==> config.mk <==
export PLATFORM = sky130hd
export DESIGN_NAME = if_fetch_unit
export DESIGN_NICKNAME = d
export VERILOG_FILES = /design/src/rtl/if_fetch_unit.sv
export SDC_FILE = /design/constraint.sdc
export NUM_CORES = 1
export LEC_CHECK = 0
export CAP_MARGIN = 0
export CORE_MARGIN = 3
export CORE_UTILIZATION = 40
export CTS_CLUSTER_SIZE = 14
export DETAILED_ROUTE_END_ITERATION = 10
export SETUP_SLACK_MARGIN = 0.2
export SLEW_MARGIN = 5
export SYNTH_ARGS = -nofsm -noshare
export SYNTH_HDL_FRONTEND = slang
export SYNTH_SLANG_ARGS = --single-unit
==> constraint.sdc <==
create_clock -name clk -period 7.4 [get_ports clk]
set_input_delay 0.74 -clock clk [delete_from_list [all_inputs] [get_ports clk]]
set_output_delay 0.74 -clock clk [all_outputs]
set_load 0.05 [all_outputs]
==> src/rtl/if_fetch_unit.sv <==
// Instruction fetch stage.
//   Owns the sequential fetch PC and issues word requests to instruction
//   memory. Memory answers in order, with no backpressure. Returned words
//   are buffered in a DEPTH-entry queue. The queue head is presented to
//   decode as {inst_data, inst_pc}.
//   A redirect moves the fetch PC and the head PC to the new target,
//   flushes the queue, and marks every in-flight response for discard.
// Ports:
//   clk, rst_n                     clock, async active-low reset
//   imem_req_valid/ready/addr      request channel to instruction memory
//   imem_rsp_valid/data            in-order response channel
//   redirect_valid/pc              single-cycle redirect strobe and target
//   inst_valid/ready/data/pc       handshake to decode
module if_fetch_unit #(
  parameter logic [31:0] RESET_PC = 32'h0000_0000,
  parameter int unsigned DEPTH    = 4
) (
  input  logic        clk,
  input  logic        rst_n,
  output logic        imem_req_valid,
  input  logic        imem_req_ready,
  output logic [31:0] imem_req_addr,
  input  logic        imem_rsp_valid,
  input  logic [31:0] imem_rsp_data,
  input  logic        redirect_valid,
  input  logic [31:0] redirect_pc,
  output logic        inst_valid,
  input  logic        inst_ready,
  output logic [31:0] inst_data,
  output logic [31:0] inst_pc
);

  localparam int unsigned AW = $clog2(DEPTH);
  localparam int unsigned CW = $clog2(DEPTH) + 1;
  localparam logic [CW:0] DEPTH_W = (CW+1)'(DEPTH);

  logic [31:0]   fetch_pc;
  logic [31:0]   head_pc;
  logic [31:0]   mem [DEPTH];
  logic [AW-1:0] rd_ptr;
  logic [AW-1:0] wr_ptr;
  logic [CW-1:0] occ;
  logic [CW-1:0] pend;
  logic [CW-1:0] drop;

  logic [CW:0]   used;
  logic          accept;
  logic          rsp_ok;
  logic          rsp_drop;
  logic          push;
  logic          pop;
  logic [CW-1:0] pend_nxt;
  logic [31:0]   target;

  always_comb begin
    used           = {1'b0, occ} + {1'b0, pend};
    // Credit is taken from registered occ/pend only, so a pop in this
    // cycle frees its slot for the next cycle, not this one.
    imem_req_valid = rst_n && (used < DEPTH_W) && !redirect_valid;
    imem_req_addr  = fetch_pc;
    accept         = imem_req_valid && imem_req_ready;
    // A response with nothing pending is a protocol violation and is ignored.
    rsp_ok         = imem_rsp_valid && (pend != '0);
    rsp_drop       = rsp_ok && (drop != '0);
    push           = rsp_ok && !rsp_drop && !redirect_valid;
    inst_valid     = (occ != '0);
    inst_data      = mem[rd_ptr];
    inst_pc        = head_pc;
    pop            = inst_valid && inst_ready && !redirect_valid;
    pend_nxt       = pend + CW'(accept) - CW'(rsp_ok);
    target         = {redirect_pc[31:2], 2'b00};
  end

  always_ff @(posedge clk or negedge rst_n) begin
    if (!rst_n) begin
      fetch_pc <= RESET_PC;
      head_pc  <= RESET_PC;
      rd_ptr   <= '0;
      wr_ptr   <= '0;
      occ      <= '0;
      pend     <= '0;
      drop     <= '0;
    end else if (redirect_valid) begin
      // Nothing is accepted in a redirect cycle. Any response arriving in
      // this cycle is dropped here, and every request still pending becomes
      // a response to discard. Those requests keep their credit until the
      // responses come back.
      fetch_pc <= target;
      head_pc  <= target;
      rd_ptr   <= '0;
      wr_ptr   <= '0;
      occ      <= '0;
      pend     <= pend_nxt;
      drop     <= pend_nxt;
    end else begin
      if (accept) fetch_pc <= fetch_pc + 32'd4;
      if (pop) begin
        head_pc <= head_pc + 32'd4;
        rd_ptr  <= rd_ptr + AW'(1);
      end
      if (push) wr_ptr <= wr_ptr + AW'(1);
      occ  <= occ + CW'(push) - CW'(pop);
      pend <= pend_nxt;
      if (rsp_drop) drop <= drop - CW'(1);
    end
  end

  // Storage needs no reset: occ gates every read of it.
  always_ff @(posedge clk) begin
    if (push) mem[wr_ptr] <= imem_rsp_data;
  end

endmodule

==> results_dict.tcl <==
set metrics [dict create \
    fin_crit_sh_pct 49.8 \
    critPathLaunchType "flop" \
    p_leak_nw 4.09 \
    synth.avg_cell_area_sq_um 14.0 \
    synth_edf_count 128 \
    wl_um 21900 \
    finish.utilization_pct 53.3 \
    root_buffer "clkbuf_16" \
    drtIter0Drc 329 \
    clk_pin_slew_worst_paths_ps 60 \
    portBuffers 161 \
    antenna_found_initial 1 \
    max_clock_freq_mhz 271 \
    grt_max_degree 54 \
    row_count 53 \
    end_kind "output pin" \
    p_sw_w 0.00125 \
    cts_hold_buffers 0 \
    rsz0062_at_grt "no" \
    intPower_w 0.00231 \
    tightest_slew_ps 1280 \
    timing.hold.ws_ps 299 \
    synthToLayoutAreaGrowth_pct 28.3 \
    seq_power_share_pct 39.4 \
    ir_drop_mv 0.133 \
    grt-ovfl-total 0 \
    die_area_sq_um 24100 \
    max-slew-margin-rel_pct 14.2 \
    grt_pass1_wl_um 34100 \
    initial_core_util_pct 41.5 \
    max_cap_violations 0 \
    postSynthCellCount 636 \
    vias 5988 \
    path_cells "buf_4 -> mux4_2 -> clkdlybuf4s50_1" \
    grt_pass1_vias 6233 \
    ys.flop_type "edfxtp_1" \
    p_clk_share_pct 28.4 \
    fin_nets 885 \
    cts_setup_buffers 0 \
    pwr-share-comb_pct 32.2 \
    cts_tree "yes" \
    dp_hpwl_um 14700 \
    crit_required_ps 6660 \
    critPathSlowestCell "clkdlybuf4s50_1" \
    hold_violations 0 \
    skew_ps 16.9 \
    routed_via_density 5.49 \
    layout_commonest_cell "clkdlybuf4s50_1" \
    drtPass1Iterations 5 \
    power.density_nw_per_um2 312 \
    synth-seq-area-share_pct 63.8 \
    worstPathMaxFanout 22 \
    wire_per_inst_um 20.1 \
    cts_buffer_depth 3 \
    final_cell_mix "clkdlybuf4s50_1, edfxtp_1, dfrtp_1, nand2_1, o21ai_0" \
    yosys_warnings 0 \
    io_pins 168 \
    max_stage_delay_ps 740 \
    drtAntennaViolNets 0 \
    drive_gt1_share_pct 11.2 \
    core_sq_um 21400 \
    cts_made_buffers 22 \
    gp_congestion 0.920 \
    async_flop_share_pct 36.3 \
    syn-cell-area_sq_um 8890 \
    track_usage_pct 17.8 \
    finalSetupViolations 0 \
    hold_path_class "in -> async" \
    p_sw_share_pct 35.1 \
    setup_tns_ps 0 \
    diodes 0 \
    fp.dieW_um 155 \
    route.detailed.drc 0 \
    layout_min_cycle_time_ps 3690 \
    critical_path_class "reg -> out" \
    netlist-cell-type-count 52 \
    die_h_um 155 \
    clk_latency_ps 500 \
    htreeDepth 1 \
    ys_seq_elements 201 \
    post_cts_resized 0 \
    cts_sinks 201 \
    status "finished clean" \
    arrival_ps 2950 \
    slew_violations 0 \
]
## cells in the mapped netlist (2+ instances only)
cell type    n  share of area [%]
nor3_1       5               0.28
xor2_1      23                2.3
inv_1       19               0.80
and2_1       7               0.49
buf_6        2               0.25
a21boi_0     2               0.17
o311ai_0     8               0.79
mux2_2       4               0.51
a31oi_1      8               0.56
a41oi_1      3               0.30
fa_1         2               0.45
and3_1      14               0.98
xnor2_1     18                1.8
a21o_1       2               0.17
and4_1       3               0.30
ha_1        14                2.0
clkbuf_1    16               0.68
a21oi_1      6               0.34
edfxtp_1   128                 43
o21ai_0     49                2.8
dfrtp_1     73                 21
nor2_1      28                1.2
o211ai_1     7               0.59
or3_1        2               0.14
nand3b_1     3               0.25
nand4_1     28                2.0
nor4_1       4               0.28
buf_1        2              0.084
nand4_2      2               0.28
nand3_1     32                1.8
nor3_2       3               0.34
nand2_1     53                2.2
mux4_2      32                8.1
o31ai_1      2               0.17
a31o_2       2               0.20
buf_4        6               0.51
buf_2        8               0.45
mux2i_1      2               0.23
## state kept, by name, summed over array words and instances, names as in the netlist
signal         flops
rd_ptr             2
inst_pc           30
wr_ptr             2
drop               3
mem              128
pend               3
occ                3
imem_req_addr     30
## metrics by stage
step | cell area [sq um] | power (W) | setup slack, ps | instances
after floorplan | 8910 | 0.00220 | 4320 | 639
after CTS | 11400 | 0.00359 | 3590 | 1090
final | 11400 | 0.00356 | 3710 | 1090
after global placement | 10700 | 0.00256 | 3470 | 1050
after global routing | 11400 | 0.00372 | 3490 | 1090
after detailed placement | 10700 | 0.00258 | 3410 | 1050
## final cells by class
type	instances	area, sq um
clock buffer	25	562
clock inverter	15	101
fill	1818	10000
inverter	20	75.1
multi-input combinational	384	2990
sequential	201	5670
tap	275	344
timing repair buffer	170	1670
## kinds of logic after synthesis
group / share of synthesized area (%)
flip-flops: 63.8
multiplexers: 8.83
other: 0.0422
adder cells (fa/ha/maj): 2.42
XOR/XNOR: 4.04
buffers and inverters: 2.81
AND/OR/NAND/NOR: 11.6
AO/OA/AOI/OAI: 6.48
## critical path, delay by kind of cell (launching register included)
kind,cells,cell delay (ps)
buffers and inverters,2,1230
flip-flops,1,640
multiplexers,1,580
## power by group through the flow
stage | clock, W | combinational [W] | sequential [W]
after global routing | 0.00108 | 0.00122 | 0.00142
after detailed placement | 0 | 0.00115 | 0.00142
after CTS | 0.00103 | 0.00116 | 0.00140
after global placement | 0 | 0.00114 | 0.00142
after floorplan | 0 | 0.000668 | 0.00153
final | 0.00101 | 0.00115 | 0.00140
## metal layers
metal  vias to the layer above  track usage (%)  part of all wire (%)
li1                       2740                -                     -
met2                       211             29.3                    47
met3                        43             4.31                   7.1
met5                         -                0                 0.059
met1                      2992             23.7                    43
met4                         2             5.26                   2.6
## worst paths after layout
path / depth (start not counted) / slack (ps) / endpoint / startpoint
worst max-delay path: 3 / 3710 / inst_data[30] / rd_ptr[0]$_DFFE_PN0N_
worst min-delay path: 2 / 300 / imem_req_addr[23]$_DFFE_PN0N_ / rst_n
worst max register to register: 13 / 3980 / drop[2]$_DFFE_PN0P_ / occ[2]$_DFF_PN0_
worst min register to register: 1 / 540 / pend[2]$_DFF_PN0_ / pend[2]$_DFF_PN0_
max in group asynchronous: 3 / 6190 / rd_ptr[0]$_DFFE_PN0N_ / rst_n
min in group clk: 1 / 540 / pend[2]$_DFF_PN0_ / pend[2]$_DFF_PN0_
(Power assumes the default switching activity.)
